### config.mk
export PLATFORM = sky130hd
export DESIGN_NAME = seq_det_stream_ctrl_flat
export DESIGN_NICKNAME = d
export VERILOG_FILES = /design/src/rtl/seq_det_stream_ctrl_if.sv /design/src/rtl/seq_det_stream_ctrl.sv /design/src/flat_wrapper.sv
export SDC_FILE = /design/constraint.sdc
export NUM_CORES = 1
export LEC_CHECK = 0
export CORE_ASPECT_RATIO = 1.4
export CORE_MARGIN = 5
export CORE_UTILIZATION = 38
export CTS_CLUSTER_SIZE = 14
export DETAILED_ROUTE_END_ITERATION = 10
export GPL_TIMING_DRIVEN = 0
export PLACE_DENSITY_LB_ADDON = 0.1
export SYNTH_ARGS = -nofsm -noshare
export SYNTH_HDL_FRONTEND = slang
export SYNTH_SLANG_ARGS = --single-unit
### constraint.sdc
create_clock -name clk -period 1.83 [get_ports clk]
set_input_delay 0.2745 -clock clk [delete_from_list [all_inputs] [get_ports clk]]
set_output_delay 0.2745 -clock clk [all_outputs]
set_load 0.05 [all_outputs]
### src/rtl/seq_det_stream_ctrl_if.sv
// Parallel word stream into the serial detector controller: valid/ready/data.
interface seq_det_stream_ctrl_if #(
    parameter int DATA_W = 8
);
    logic              in_valid;
    logic              in_ready;
    logic [DATA_W-1:0] in_data;

    modport master (output in_valid, output in_data, input in_ready);
    modport slave  (input in_valid, input in_data, output in_ready);
endinterface

### src/rtl/seq_det_stream_ctrl.sv
// Serialises stream words into a "111" Mealy detector, counts its hits and raises a sticky irq.
// Optional: define SEQ_DET_STREAM_LSB_FIRST_EN to shift words out LSB first.
module seq_det_stream_ctrl #(
    parameter int DATA_W = 8,
    parameter int CNT_W  = 8
) (
    input  logic                  clk,
    input  logic                  reset,
    seq_det_stream_ctrl_if.slave  in_if,
    input  logic                  cnt_clr,
    input  logic [CNT_W-1:0]      thresh,
    output logic                  det_din,
    output logic                  det_reset,
    input  logic                  det_y,
    output logic [CNT_W-1:0]      hit_count,
    output logic                  hit_pulse,
    output logic                  word_done,
    output logic                  busy,
    output logic                  irq
);
    localparam int               BC_W    = $clog2(DATA_W);
    localparam logic [BC_W-1:0]  BC_LAST = BC_W'(DATA_W - 1);
    localparam logic [CNT_W-1:0] CNT_MAX = '1;

    typedef enum logic {IDLE, SHIFT} state_t;

    state_t            state_q, state_d;
    logic [DATA_W-1:0] shreg_q, shreg_d;
    logic [BC_W-1:0]   bit_cnt_q, bit_cnt_d;
    logic [CNT_W-1:0]  hit_count_q, hit_count_d;
    logic              hit_pulse_q, hit_pulse_d;
    logic              word_done_q, word_done_d;
    logic              irq_q, irq_d;
    logic              in_ready_c;
    logic              det_din_c;
    logic              hit_c;

    always_ff @(posedge clk) begin
        if (reset) begin
            state_q     <= IDLE;
            shreg_q     <= '0;
            bit_cnt_q   <= '0;
            hit_count_q <= '0;
            hit_pulse_q <= 1'b0;
            word_done_q <= 1'b0;
            irq_q       <= 1'b0;
        end else begin
            state_q     <= state_d;
            shreg_q     <= shreg_d;
            bit_cnt_q   <= bit_cnt_d;
            hit_count_q <= hit_count_d;
            hit_pulse_q <= hit_pulse_d;
            word_done_q <= word_done_d;
            irq_q       <= irq_d;
        end
    end

    always_comb begin
        state_d     = state_q;
        shreg_d     = shreg_q;
        bit_cnt_d   = bit_cnt_q;
        hit_count_d = hit_count_q;
        irq_d       = irq_q;
        word_done_d = 1'b0;
        in_ready_c  = 1'b0;
        det_din_c   = 1'b0;
        // The detector output only means something while real bits are on det_din.
        hit_c       = det_y && (state_q == SHIFT);
        hit_pulse_d = hit_c;

        case (state_q)
            IDLE: begin
                in_ready_c = !reset;
                if (in_if.in_valid && in_ready_c) begin
                    shreg_d   = in_if.in_data;
                    bit_cnt_d = BC_LAST;
                    state_d   = SHIFT;
                end
            end
            SHIFT: begin
`ifdef SEQ_DET_STREAM_LSB_FIRST_EN
                det_din_c = shreg_q[0];
                shreg_d   = {1'b0, shreg_q[DATA_W-1:1]};
`else
                det_din_c = shreg_q[DATA_W-1];
                shreg_d   = {shreg_q[DATA_W-2:0], 1'b0};
`endif
                bit_cnt_d  = bit_cnt_q - 1'b1;
                in_ready_c = !reset && (bit_cnt_q == '0);
                if (bit_cnt_q == '0) begin
                    word_done_d = 1'b1;
                    // Reloading on the last bit keeps the serial stream gap-free.
                    if (in_if.in_valid && in_ready_c) begin
                        shreg_d   = in_if.in_data;
                        bit_cnt_d = BC_LAST;
                    end else begin
                        state_d = IDLE;
                    end
                end
            end
            default: state_d = IDLE;
        endcase

        if (cnt_clr) begin
            hit_count_d = '0;
            irq_d       = 1'b0;
        end else if (hit_c && (hit_count_q != CNT_MAX)) begin
            hit_count_d = hit_count_q + 1'b1;
            if ((thresh != '0) && (hit_count_d == thresh)) begin
                irq_d = 1'b1;
            end
        end
    end

    assign in_if.in_ready = in_ready_c;
    assign det_din        = det_din_c;
    assign det_reset      = reset | cnt_clr;
    assign hit_count      = hit_count_q;
    assign hit_pulse      = hit_pulse_q;
    assign word_done      = word_done_q;
    assign busy           = (state_q == SHIFT);
    assign irq            = irq_q;
endmodule

### src/flat_wrapper.sv
// flat-port wrapper written by rule: the top's interface ports become plain ports
module seq_det_stream_ctrl_flat 
#(
    parameter int DATA_W = 8,
    parameter int CNT_W  = 8
)
  (clk, reset, cnt_clr, thresh, det_din, det_reset, det_y, hit_count, hit_pulse, word_done, busy, irq, in_if_in_valid, in_if_in_data, in_if_in_ready);
  seq_det_stream_ctrl_if #(.DATA_W(DATA_W)) in_if_i ();
  input  logic clk;
  input  logic reset;
  input  logic cnt_clr;
  input  logic [CNT_W-1:0] thresh;
  output logic det_din;
  output logic det_reset;
  input  logic det_y;
  output logic [CNT_W-1:0] hit_count;
  output logic hit_pulse;
  output logic word_done;
  output logic busy;
  output logic irq;
  input wire logic [$bits(in_if_i.in_valid)-1:0] in_if_in_valid;
  input wire logic [$bits(in_if_i.in_data)-1:0] in_if_in_data;
  output wire logic [$bits(in_if_i.in_ready)-1:0] in_if_in_ready;
  assign in_if_i.in_valid = in_if_in_valid;
  assign in_if_i.in_data = in_if_in_data;
  assign in_if_in_ready = in_if_i.in_ready;
  seq_det_stream_ctrl #(.DATA_W(DATA_W), .CNT_W(CNT_W)) u_core (.clk(clk), .reset(reset), .in_if(in_if_i), .cnt_clr(cnt_clr), .thresh(thresh), .det_din(det_din), .det_reset(det_reset), .det_y(det_y), .hit_count(hit_count), .hit_pulse(hit_pulse), .word_done(word_done), .busy(busy), .irq(irq));
endmodule
* Yosys cells after proc, flatten, opt, wreduce, memory -nomap -nowiden
Cells that the tools add are included.
Word-level totals: register bits 23, input bits 21, output and inout bits 15, word-level logic and storage cells 41
Operators by class: $add $sub $neg 2, equal/unequal tests 3, multiplexer cells 15, bitwise logic cells 2, reductions and logical operators 12
Operators by type and width (count):
- $mux 8 | 3
- $pmux 8 s2 | 1
- $mux 3 | 3
- $add 8x1->8 const B | 1
- $eq 8x8->1 | 1
- $ne 8x8->1 const B | 1
- $reduce_bool 8->1 | 1
- $logic_and 1x1->1 | 6
- $pmux 3 s2 | 1
- $mux 1 | 5
- $pmux 1 s2 | 2
- $reduce_or 2->1 | 2
- $logic_not 3->1 | 1
- $sub 3x1->3 const B | 1
- $ne 2x1->1 const B | 1
- $reduce_and 2->1 | 1
- $logic_not 1->1 | 1
- $not 1->1 | 1
- $or 1x1->1 | 1

* Logic depth before layout (Yosys ltp)
depth in word-level cells 6, gate-level depth with buffers 7, gate-level depth less buffers 7

* Worst setup path after synthesis
OpenSTA, ideal clock, no wires.
path type register to register, start point register u_core.hit_count_q[0], in the netlist u_core.hit_count[0], end point register u_core.hit_count_q[2], in the netlist u_core.hit_count[2], setup time 0.153 ns, arrival 1.963 ns, required time 1.677 ns, path slack -0.285 ns, cell stages (with the launch flop) 7, buffers on the path 0, period minus slack after synthesis 2.115 ns, cell sequence dfxtp_1 > ha_1 > nand3_2 > o311ai_4 > nor2_1 > xnor2_1 > nor2_1
Between the ends: cells in the longest elaborated chain, start to end 2, elaborated cells between the ends (all ways) 3, classes of those cells 1 x add/sub; 1 x eq/ne; 1 x reduce/logical
Ends and longest elaborated chain:
- from (decl) | RTL line seq_det_stream_ctrl.sv:30 | logic [CNT_W-1:0] hit_count_q, hit_count_d;
- from (signal assigned) | RTL line seq_det_stream_ctrl.sv:51 | hit_count_q <= hit_count_d;
- parallel branches: the longest is 2 deep, another holds $add 8x1->8
Parallel ways; which one is timed is not known. A chain may end at the register's enable or synchronous reset.

* Final worst setup path
start point register u_core.hit_count_q[3], in the netlist u_core.hit_count[3], end point output port hit_count[3]
RTL lines:
- to (decl) | RTL line flat_wrapper.sv:16 | output logic [CNT_W-1:0] hit_count;
No word-level cell between the ends.

==> summary.md <==
| Metric | Value |
|---|---|
| Clk_skew | 2.25 ps |
| Fmax | around 560 MHz |
| Crit-path slowest cell | clkdlybuf4s50_1 |
| IO Port Bufs | 33 |
| CTS buffer count | 3 |
| First-pass GRT wire length | 5460 um |
| Largest family of logic cells by synthesized area | simple AND/OR/NAND/NOR gates |
| Mux cell area share after synthesis | 0.0691 |
| CTS max path bufs | 2 |
| Internal | 0.805 mW |
| Remaining DRCs | 0 |
| Hold endpoint | u_core.busy |
| Fin area | 1790 um^2 |
| Final setup viols | 0 |
| Number of global-route vias before repair | 1215 |
| Crit Path Category | reg2out |
| CTS tree | built |
| Synth top area share | 0.353 |
| Detailed placement HPWL | 2430 um |
| Syn avg cell area | between 8 and 9 um^2 |
| DRT Pass-1 Iters | 4 |
| Reg-to-reg critical path startpoint | u_core.hit_count[0] |
| Power per cell area | 617 nW/um^2 |
| Iteration-0 DRC Markers | 24 |
| Root Driver | clkbuf_8 |
| Worst min path class | in2reg |
| Worst-path fanout max | 7 |
| Most frequent cell after synthesis | dfxtp_1 |
| Reg2reg setup slack | roughly 90 ps |
| Status | complete, no violations |
| Die height | slightly below 80 um |
| Row count | 25 |
| Hold wc startpoint | in_if_in_valid |
| WL/cell | 13.8 um |
| Slowest cell delay on critical path | 830 ps |
| PnR Total Power | 1.11 mW |
| Mapped Cells | ~150 |
| Die ar. | 4720 um^2 |
| Post-Synth XOR/XNOR Area | 0.0672 |
| Layout cells sized above 1 | 0.150 |
| Final WS setup | 48.6 ps |
| Largest cells by area after synthesis | dfxtp_1, mux2i_1, a211oi_1 |
| Clock Sinks | 23 |
| Area after DPL | 1700 um^2 |
| Largest net degree at the start of global routing | 13 |
| Lkg Pwr | 0.716 nW |
| Synth top cells by count | dfxtp_1, nor2_1, a211oi_1 |
| NetSw | 0.301 mW |
| Starting Density | 0.390 |
| R2R depth | 6 |
| Routed WL | 3130 um |
| Complex-gate fraction of the synthesized area | 0.212 |
| Seq/Total Area, Yosys | 0.353 |
| Sw Ratio | 0.272 |
| DP Worst Slack | -588 ps |
| CP arrival | 1510 ps |
| Final Hold Viols | 0 |
| Drt via density | about 5.4 |
| Final net count | 212 |
| Ys flop type | dfxtp_1 |
| Slew Viols, Final | 0 |
| Combinational share of power | 0.231 |
| Cell taking the most area after synthesis | dfxtp_1 |
| P&R area growth vs syn | 37.5% |
| Post-synth EDFFs | 0 |
| Final worst-path cycle share | 0.973 |
| Hold_ws | 372 ps |
| Ys async rst share | 0 |
| Hold depth | 3 |
| Startpoint types | flip-flop |
| Gpl congestion | ~0.77 |
| YS warnings | 0 |
| Cts hold-fix bufs | 0 |
| Sequential share of power | 0.492 |
| Initial antenna violation count | 0 |
| RR Endpoint | u_core.irq |
| Worst Max-Slew Pin Slew | between 500 and 600 ps |
| Core area | 3350 um^2 |
| CP Buf/Inv Count | 1 |
| Crit path max-delay family | buffers and inverters |
| Global Route Usage Sum | 0.144 |
| H-tree levels | 1 |
| Yosys cell types | 40 |
| Grt ovf | 0 |
| Fill cells | 322 |
| Syn nets | ~170 |
| Simple-gate area share of the yosys netlist | 0.227 |
| RSZ-0062 raised after global routing | false |
| Die X | 59.5 um |
| Critical-path cell list | clkdlybuf4s50_1 |
| I/O pin total | 36 |
| VDD IR max | 0.300 mV |
| Worst-Skew Late Latency | 250 ps |
| Via count | 1215 |
| Antenna Nets Post-Route | 0 |
| Reg clk slew, reported paths | 80 ps |
| Slew headroom | 0.663 |
| Clk network pwr share | 0.276 |
| Post-Synth Adder-Cell Area | 0.0288 |
| MaxCap Viol Count | 0 |
| Yosys reg bits | 23 |
| Req. time, crit path | 1560 ps |
| N_diodes | 0 |
| Synth Cell Area | approximately 1300 um^2 |
| Fin crit period | 1780 ps |
| Worst setup EP type | primary output |
what timing repair did:
action / CTS / global route
setup buffers: 0 / 2
endpoints found under the setup margin: 9 / 13
pin swaps: 1 / 3
resized for setup: 16 / 9
power by group through the flow:
| stage | Combinational [mW] | Clock [mW] | Sequential, mW |
|---|---|---|---|
| CTS | 0.243 | 0.316 | 0.544 |
| floorplan | 0.142 | 0 | 0.566 |
| global route | 0.281 | 0.345 | 0.549 |
| global placement | 0.237 | 0 | 0.555 |
| detailed placement | 0.243 | 0 | 0.556 |
| finish | 0.256 | 0.306 | 0.545 |
sequential cells by signal (all words and copies together), names as in the netlist:
register / cells
u_core.shreg_q: 8
u_core.hit_pulse: 1
u_core.word_done: 1
u_core.hit_count: 8
u_core.bit_cnt_q: 3
u_core.busy: 1
u_core.irq: 1
worst max path at each step:
stage	start	to	depth (start not counted)
2_1_floorplan	u_core.hit_count[1]	u_core.hit_count[2]	6
3_3_place_gp	cnt_clr	det_reset	4
5_1_grt	u_core.hit_count[3]	hit_count[3]	1
6_report	u_core.hit_count[3]	hit_count[3]	1
3_5_place_dp	cnt_clr	det_reset	4
4_1_cts	u_core.hit_count[4]	hit_count[4]	1
through the flow:
stage | util | instances | setup TNS (ps)
final | 0.536 | 227 | 0
after global routing | 0.536 | 227 | 0
after CTS | 0.519 | 225 | 0
after detailed placement | 0.507 | 222 | -1440
after global placement | 0.507 | 222 | -1390
after floorplan | - | 149 | 0
logic make-up after synthesis:
group,Yosys count
AOI/OAI and AO/OA,36
adders and majority gates,3
and+or+nand+nor,54
DFF,23
muxes,9
buffers and inverters,14
xor gates and xnor gates,10
worst register-to-register path: cells and delay by family, from the launching register on:
family / cells / cell delay (ps)
and+or+nand+nor: 3 / 700
adders and majority gates: 1 / 290
AOI/OAI and AO/OA: 1 / 130
DFF: 1 / 400
xor gates and xnor gates: 1 / 160
cell usage in the layout (no fill, tap or decap), drive strengths merged, types with 3 or more instances in the layout:
| master | instances |
|---|---|
| a211oi | 10 |
| a21o | 3 |
| a21oi | 6 |
| buf | 6 |
| clkbuf | 8 |
| clkdlybuf4s50 | 25 |
| dfxtp | 23 |
| dlygate4sd2 | 3 |
| ha | 3 |
| inv | 7 |
| mux2i | 9 |
| nand2 | 6 |
| nand3 | 4 |
| nor2 | 16 |
| nor3 | 6 |
| o21ai | 6 |
| or3 | 6 |
| xnor2 | 6 |
| xor2 | 4 |
final cells by class:
class / count / area, um^2 / area share
Buffer: 6 / 30.0 / 0.0167
Clock buffer: 4 / 45.0 / 0.0251
Inverter: 7 / 26.3 / 0.0147
Multi-Input combinational cell: 112 / 810 / 0.452
Sequential cell: 23 / 469 / 0.262
Tap cell: 40 / 50.0 / 0.0279
Timing Repair Buffer: 35 / 363 / 0.202
layer usage:
metal  vias up  share of wire  global-route usage
met1       571           0.41               0.166
li1        620              -                   -
met2        22           0.54               0.263
met3         2          0.049              0.0293
met4         0         0.0074              0.0399
met5         -              0                   0
Power figures use the tool's default switching activity.
